**src/rtl/key_loader_pkg.sv**
```systemverilog
// Shared lock package: key loader state encoding and default sizing constants.
package key_loader_pkg;

  localparam int KEY_W_DEF    = 8;
  localparam int MAX_FAIL_DEF = 3;

  typedef enum logic [2:0] {
    ST_IDLE,
    ST_SHIFT,
    ST_CHECK,
    ST_LOCKED,
    ST_LOCKOUT
  } state_e;

endpackage

```
**src/rtl/key_loader_parity_acc.sv**
```systemverilog
// Running even-parity accumulator: XOR of every bit enabled since the last clear.
module parity_acc (
  input  logic clk,
  input  logic rst,
  input  logic clr,
  input  logic en,
  input  logic bit_in,
  output logic parity
);

  always_ff @(posedge clk or posedge rst) begin
    if (rst)         parity <= 1'b0;
    else if (clr)    parity <= 1'b0;
    else if (en)     parity <= parity ^ bit_in;
  end

endmodule

```
**src/rtl/key_loader.sv**
```systemverilog
// Serial key loader: shifts KEY_W key bits plus an even-parity bit, verifies them,
// and presents the verified key to the locked FSM; repeated failures lock out.
//
// Handshake: a serial bit transfers on a rising edge where ser_valid and ser_ready
// are both 1; ser_ready is 1 only in SHIFT, and ser_valid may drop for any number
// of cycles without losing data.
module key_loader
  import key_loader_pkg::*;
#(
  parameter int KEY_W    = KEY_W_DEF,
  parameter int MAX_FAIL = MAX_FAIL_DEF
) (
  input  logic             clk,
  input  logic             rst,
  input  logic             load_req,
  input  logic             ser_data,
  input  logic             ser_valid,
  output logic             ser_ready,
  output logic [KEY_W-1:0] key_out,
  output logic             key_valid,
  output logic             load_err,
  output logic             lockout,
  output logic             busy,
  output state_e           dbg_state
);

  localparam int CNT_W  = $clog2(KEY_W + 2);
  localparam int FAIL_W = $clog2(MAX_FAIL + 1);

  state_e             state;
  logic [CNT_W-1:0]   bit_cnt;
  logic [FAIL_W-1:0]  fail_cnt;
  logic [KEY_W-1:0]   shadow;
  logic [1:0]         rst_sync;
  logic               rst_i;
  logic               xfer;
  logic               start;
  logic               parity;

  // Assert asynchronously, release two clock edges after rst falls.
  always_ff @(posedge clk or posedge rst) begin
    if (rst) rst_sync <= 2'b11;
    else     rst_sync <= {rst_sync[0], 1'b0};
  end
  assign rst_i = rst_sync[1];

  assign xfer      = ser_valid & ser_ready;
  assign start     = load_req & ((state == ST_IDLE) | (state == ST_LOCKED));
  assign dbg_state = state;

  parity_acc u_parity (
    .clk    (clk),
    .rst    (rst_i),
    .clr    (start),
    .en     (xfer),
    .bit_in (ser_data),
    .parity (parity)
  );

  always_ff @(posedge clk or posedge rst_i) begin
    if (rst_i) begin
      state     <= ST_IDLE;
      bit_cnt   <= '0;
      fail_cnt  <= '0;
      shadow    <= '0;
      key_out   <= '0;
      key_valid <= 1'b0;
      load_err  <= 1'b0;
      lockout   <= 1'b0;
      busy      <= 1'b0;
      ser_ready <= 1'b0;
    end else begin
      case (state)
        ST_IDLE, ST_LOCKED: begin
          if (load_req) begin
            state     <= ST_SHIFT;
            bit_cnt   <= '0;
            shadow    <= '0;
            load_err  <= 1'b0;
            key_valid <= 1'b0;
            busy      <= 1'b1;
            ser_ready <= 1'b1;
          end
        end
        ST_SHIFT: begin
          if (xfer) begin
            bit_cnt <= bit_cnt + 1'b1;
            // The transfer after the last key bit is the parity bit.
            if (bit_cnt == CNT_W'(KEY_W)) begin
              state     <= ST_CHECK;
              ser_ready <= 1'b0;
            end else begin
              shadow <= {ser_data, shadow[KEY_W-1:1]};
            end
          end
        end
        ST_CHECK: begin
          busy <= 1'b0;
          if (!parity) begin
            state     <= ST_LOCKED;
            key_out   <= shadow;
            key_valid <= 1'b1;
            fail_cnt  <= '0;
          end else begin
            key_out  <= '0;
            load_err <= 1'b1;
            if (fail_cnt >= FAIL_W'(MAX_FAIL - 1)) begin
              state    <= ST_LOCKOUT;
              lockout  <= 1'b1;
              fail_cnt <= FAIL_W'(MAX_FAIL);
            end else begin
              state    <= ST_IDLE;
              fail_cnt <= fail_cnt + 1'b1;
            end
          end
        end
        ST_LOCKOUT: begin
          key_out   <= '0;
          key_valid <= 1'b0;
          lockout   <= 1'b1;
          busy      <= 1'b0;
          ser_ready <= 1'b0;
        end
        default: state <= ST_IDLE;
      endcase
    end
  end

endmodule

```
**config.mk**
```make
export PLATFORM = sky130hd
export DESIGN_NAME = key_loader
export DESIGN_NICKNAME = d
export VERILOG_FILES = /design/src/rtl/key_loader_pkg.sv /design/src/rtl/key_loader_parity_acc.sv /design/src/rtl/key_loader.sv
export SDC_FILE = /design/constraint.sdc
export NUM_CORES = 1
export LEC_CHECK = 0
export CAP_MARGIN = 20
export CORE_AREA = 5 5 58 60
export CTS_BUF_LIST = sky130_fd_sc_hd__clkbuf_4 sky130_fd_sc_hd__clkbuf_8
export DETAILED_ROUTE_END_ITERATION = 10
export DIE_AREA = 0 0 63 65
export PLACE_DENSITY = 0.85
export SLEW_MARGIN = 40
export SYNTH_ARGS = -nofsm -noshare
export SYNTH_HDL_FRONTEND = slang
export SYNTH_SLANG_ARGS = --single-unit
```
**constraint.sdc**
```tcl
create_clock -name clk -period 2.25 [get_ports clk]
set_clock_uncertainty 0.1 [all_clocks]
set_input_delay 0.45 -clock clk [delete_from_list [all_inputs] [get_ports clk]]
set_output_delay 0.45 -clock clk [all_outputs]
set_load 0.02 [all_outputs]
```
==> metrics.md, run 1 <==
| Metric | Value |
|---|---|
| Status | finished, final reports clean |
| Ys Warns | 0 |
| RSZ-0062 raised after global routing | false |
| Final wirelength | between 3 and 4 mm |
| Area Growth Syn to Fin | 20.71% |
| Mapped Area | between 1500 and 2000 um2 |
| Hold Path Class | flip-flop to async pin |
| Routed vias/inst | 5.758 |
| Nets | ~200 |
| Post-CTS Setup Inserts | 0 |
| Rel. slew slack | 0.6152 |
| Wire length of the first global-routing pass | 6.458 mm |
| Tmin final | between 2 and 2.5 ns |
| WP data arrival | around 1.6 ns |
| Async S/R FF share, synth | 1.000 |
| Worst IR drop on VDD | about 0.00044 V |
| CTS Root Cell | clkbuf_4 |
| Worst-path clk slew | approximately 0.1 ns |
| #FFs+latches synth | 33 |
| Crit-path max cell delay | 0.67 ns |
| Initial drt markers | 130 |
| Final WS setup | 0.1490 ns |
| Syn Nets | roughly 170 |
| Largest area contributor in the netlist | dfrtp_1 |
| Row Count | 20 |
| Die area | 4095 um2 |
| Synth area leaders | dfrtp_1 (47%), mux2i_1 (6.7%), nand2_1 (4.3%) |
| Number of flops mapped to enable cells by yosys | 0 |
| Layout cell share with drive strength beyond 1 | 0.1316 |
| Slew Viols, Final | 0 |
| Max_cap viols | 0 |
| Routed vias | roughly 1.3k |
| Crit path max-delay family | buffers and inverters |
| H-tree levels | 2 |
| Die Wd | approximately 63 um |
| CTS tree | yes |
| Actual slew at the worst max-slew pin | between 0.5 and 0.6 ns |
| Number of global-route vias before repair | about 1.4k |
| Seq/Total Area, Yosys | 0.5023 |
| CP endpoint kind | output port |
| Final core occ | 0.6917 |
| Ports | 21 |
| DP Worst Slack | around 0.08 ns |
| Dpl hpwl | around 2.5 mm |
| Port bufs | 20 |
| Final setup viols | 0 |
| Starting Density | 0.5730 |
| Cell chain of the critical path | clkdlybuf4s50_1 |
| Clk Latency, worst-skew pair | 0.34 ns |
| Routability Congestion | approximately 0.82 |
| Pin count of the biggest net entering global routing | 20 |
| Core area | about 2900 um2 |
| Required time of the critical path | between 1.5 and 2 ns |
| CP max stage cell | clkdlybuf4s50_1 |
| TritonRoute pass-1 iters | 4 |
| Synth top area share | 0.4704 |
| Crit Path Category | flip-flop to output port |
| Fill count | 214 |
| TritonCTS Buffers | 5 |
| Global route overflow | 0 |
| Max Root-Sink Buffers | 2 |
| Mapped Cells | about 160 |
| CP startpoint kind | flip-flop |
| Max Clk Rate | approximately 480 MHz |
| # diodes | 0 |
| ANT nets after route | 0 |
| Die height | roughly 65 um |
| Tot GR Track Use | 0.2042 |
| Initial antenna violation count | 0 |
| Final cycle utilization of the critical path | 0.9338 |
| Syn_area_per_cell | roughly 10 um2 |
| Power Dens Cells | approximately 560 nW/um2 |
| WL per Instance | 16.27 um |
| Synth Flop Type | dfrtp_1 |
| Fin Setup TNS | 0 ns |
| Critical-path maximum fanout | 11 |
| Worst path buffer plus inverter count | 1 |
| Leak | around 0.0010 uW |
| Fin. Hold Viols | 0 |
| Synth cell types | 46 |
| Post-route DRC | 0 |
| Clk sinks | 33 |
-- synthesized netlist by cell type, types with 2 or more instances --
| cell | count |
|---|---|
| dfrtp_1 | 31 |
| nand2_1 | 19 |
| inv_1 | 17 |
| o21ai_0 | 14 |
| mux2i_1 | 11 |
| a22oi_1 | 8 |
| nand3_1 | 7 |
| buf_2 | 4 |
| clkbuf_1 | 4 |
| nand2b_1 | 4 |
| a21o_1 | 3 |
| nor2_1 | 3 |
| nor3_1 | 3 |
| a21oi_1 | 2 |
| dfstp_2 | 2 |
| ha_1 | 2 |
-- metal layers --
layer  global-route usage  vias up  share of wire
met3              0.05893        8          0.053
met2               0.3423       35           0.50
met5                    0        -              0
met4              0.09549        0          0.020
met1               0.2399      628           0.42
li1                     -      613              -
-- sequential cells by signal, summed over array words and instances (netlist names) --
register	flops
lockout	1
load_err	1
shadow	8
fail_cnt	2
busy	1
rst_sync	2
u_parity.parity	1
key_valid	1
key_out	8
dbg_state	3
ser_ready	1
bit_cnt	4
-- area by class of cell --
cell class,instances,area (um2),share of cell area
repair buffers,27,252.7,0.1270
flip-flops and latches,33,829.5,0.4167
multi-input cells,105,714.4,0.3589
clock buffers,7,58.81,0.02954
clock inverters,1,30.03,0.01508
inverters,17,63.81,0.03206
well taps,33,41.29,0.02074
-- power breakdown --
part           switching (uW)  leakage [uW]  internal [uW]
registers                1.86      0.000343            598
logic                    20.6      0.000636           12.3
clock network             199     0.0000489            277
-- through the flow --
step | power [uW] | hold slack [ns] | std cells | instance area [um2]
floorplan | 627.2 | 0.2452 | 164 | 1649
global placement | 642.6 | 0.2130 | 215 | 1901
detailed placement | 644.6 | 0.2230 | 215 | 1901
CTS | 1122 | 0.2282 | 223 | 1991
global route | 1156 | 0.2654 | 223 | 1991
finish | 1109 | 0.2068 | 223 | 1991
-- cells by family (layout without fill, tap and decap cells) --
family,count (synthesis),in the layout,synth area share
compound gates,42,42,0.1859
buf+inv,26,52,0.06449
fa+ha+maj,2,2,0.01517
other cells,1,1,0.002274
simple gates,45,45,0.1389
flops,33,33,0.5023
xor+xnor,2,2,0.01062
mux,13,13,0.08043
-- placed cells by master (no fill, tap or decap), types with 2 or more instances in the layout --
master,n
a21o_1,3
a21oi_1,2
a22oi_1,8
buf_4,7
clkbuf_4,6
clkdlybuf4s50_1,20
dfrtp_1,30
dfstp_2,2
ha_1,2
inv_1,17
mux2i_1,11
nand2_1,19
nand2b_1,4
nand3_1,7
nor2_1,3
nor3_1,3
o21ai_0,14
-- what timing repair did --
item,4_1_cts,5_1_grt
endpoints found under the setup margin,1,0
hold buffers,0,0
resized for setup,1,0
-- path summary, 6_finish.rpt --
path	from	cells past startpoint	to	slack [ns]
min in group clk	rst_sync[0]	0	rst_sync[1]	0.27
max	dbg_state[0]	1	dbg_state[0]	0.15
max reg2reg	dbg_state[1]	4	ser_ready	0.37
max in group asynchronous	rst_sync[1]	2	key_out[0]	1.18
min	rst_sync[1]	1	load_err	0.21
min reg2reg	rst_sync[1]	1	load_err	0.21
(Power assumes the default switching activity.)
==> run 2: changes to the inputs <==
CORE_AREA = 5 5 60 62   (was 5 5 58 60)
CTS_BUF_LIST = not set   (was sky130_fd_sc_hd__clkbuf_4 sky130_fd_sc_hd__clkbuf_8)
DIE_AREA = 0 0 65 67   (was 0 0 63 65)
PLACE_DENSITY = 0.8   (was 0.85)
==> run 2 against run 1 <==
Effect of this change:
- non-clock buffer count is 1 higher
- combinational power is 3% lower
- core utilization shrank 3.4 points
- register-to-register slack improved by 0.05 ns
- via count is 0.62% higher
- total power is 14% lower
- fmax fell by 2.4%
==> metrics.md, run 2 (synthesis results as in run 1) <==
| Metric | Value |
|---|---|
| Required time of the critical path | between 1.5 and 2 ns |
| Worst path buffer plus inverter count | 1 |
| Worst-path clk slew | roughly 0.10 ns |
| H-tree levels | 2 |
| Final core occ | 0.6576 |
| Ports | 21 |
| Actual slew at the worst max-slew pin | roughly 0.59 ns |
| Core area | between 2000 and 3000 um2 |
| Clk Latency, worst-skew pair | 0.34 ns |
| RSZ-0062 raised after global routing | false |
| Number of global-route vias before repair | roughly 1.4k |
| Final wirelength | roughly 3.5 mm |
| Register area | between 800 and 900 um2 |
| Starting Density | 0.5538 |
| Slew Viols, Final | 0 |
| Final setup viols | 0 |
| Critical-path maximum fanout | 12 |
| CTS tree | yes |
| Initial antenna violation count | 0 |
| Power Dens Cells | approximately 490 nW/um2 |
| Die height | between 60 and 70 um |
| # diodes | 0 |
| Nets | just under 200 |
| Max_cap viols | 0 |
| Tmin final | between 2 and 2.5 ns |
| Wire length of the first global-routing pass | 6.223 mm |
| Fin. Hold Viols | 0 |
| Commonest cells after routing, fill and taps aside | dfrtp_1 (30), clkdlybuf4s50_1 (20), nand2_1 (19) |
| Rel. slew slack | 0.6019 |
| Cell Area, Placed | ~1900 um2 |
| WL per Instance | roughly 16 um |
| Crit path max-delay family | buffers and inverters |
| Pin count of the biggest net entering global routing | 32 |
| CP endpoint kind | output port |
| Post-route DRC | 0 |
| CP startpoint kind | flip-flop |
| Cell chain of the critical path | clkdlybuf4s50_1 |
| Die area | between 4000 and 5000 um2 |
| Routed vias | between 1k and 1.5k |
| Global route overflow | 0 |
| Fin Setup TNS | 0 ns |
| Clk sinks | 33 |
| Routability Congestion | between 0.7 and 0.8 |
| Leak | approximately 0.001 uW |
| Final hold slack | about 0.22 ns |
| Fill count | approximately 250 |
| Routed vias/inst | between 5 and 6 |
| Tot GR Track Use | 0.1892 |
| WP data arrival | between 1.5 and 2 ns |
| Status | finished, final reports clean |
| Area Growth Syn to Fin | 18.74% |
| Final instance area | between 1500 and 2000 um2 |
| Layout cell share with drive strength beyond 1 | 0.1204 |
| Area of the multi-input gates | around 700 um2 |
| Max Clk Rate | 464.6 MHz |
| Post-CTS Setup Inserts | 0 |
| Hold Path Class | flip-flop to async pin |
| Die Wd | approximately 65 um |
| Dpl hpwl | 2.562 mm |
| CP max stage cell | clkdlybuf4s50_1 |
| Max Root-Sink Buffers | 2 |
| Row Count | 20 |
| Largest registers | key_out (8), shadow (8), bit_cnt (4) |
| CTS Root Cell | clkbuf_4 |
| Initial drt markers | 86 |
| TritonRoute pass-1 iters | 4 |
| Crit-path max cell delay | 0.68 ns |
| ANT nets after route | 0 |
| Worst IR drop on VDD | 0.0004236 V |
| Crit Path Category | flip-flop to output port |
| Hold-fix buffers, CTS | 0 |
| Port bufs | 20 |
| Commonest non-fill, non-tap cell in the layout | dfrtp_1 |
| Final cycle utilization of the critical path | 0.9566 |
| TritonCTS Buffers | 5 |
==> run 2: cell types whose count changed in the layout (fill, tap and decap cells not counted), sizes merged <==
| cell | previous run | this run |
|---|---|---|
| buf | 7 | 8 |
| clkbuf | 7 | 8 |
| bufinv | 1 | 0 |
==> run 2: power breakdown <==
part | total, uW | internal [uW] | switching (uW)
clock | 320 | 124 | 195
combinational | 31.8 | 12.1 | 19.7
sequential | 600 | 598 | 2.07
total | 951 | 734 | 217
==> run 2: layout make-up <==
| cell class | count | share of cell area |
|---|---|---|
| Tap cell | 33 | 0.02109 |
| Clock buffer | 8 | 0.02492 |
| Multi-Input combinational cell | 105 | 0.3649 |
| Inverter | 17 | 0.03259 |
| Timing Repair Buffer | 28 | 0.1329 |
| Sequential cell | 33 | 0.4236 |
==> run 2: worst paths after layout <==
kind / startpoint / endpoint / slack, ns / depth (start not counted)
min: rst_sync[1] / bit_cnt[0] / 0.22 / 2
max in group asynchronous: rst_sync[1] / dbg_state[2] / 1.52 / 2
max: dbg_state[0] / dbg_state[0] / 0.1 / 1
min reg2reg: rst_sync[1] / bit_cnt[0] / 0.22 / 2
max reg2reg: dbg_state[0] / dbg_state[0] / 0.42 / 4
min in group clk: rst_sync[0] / rst_sync[1] / 0.26 / 0
==> run 2: per-stage QoR <==
step	setup WS, ns	total power, uW	cells
after floorplan	0.5332	627.2	164
after global placement	0.1359	642.2	216
after detailed placement	0.08682	644.1	216
after CTS	0.02485	960.8	224
after global routing	0.03028	995.4	224
final	0.09760	951.3	224
==> run 2: what timing repair did <==
action	4_1_cts	5_1_grt
gates resized for setup	0	1
setup endpoints to repair	0	1
endpoints found under the hold margin	0	0
==> run 2: metal layers <==
metal / routed length, um / global-route usage / vias up
li1: - / - / 617
met1: 1448 / 0.2059 / 636
met2: 1830 / 0.3487 / 32
met3: 131 / 0.04216 / 7
met4: 65 / 0.08443 / 0
met5: 0 / 0 / -
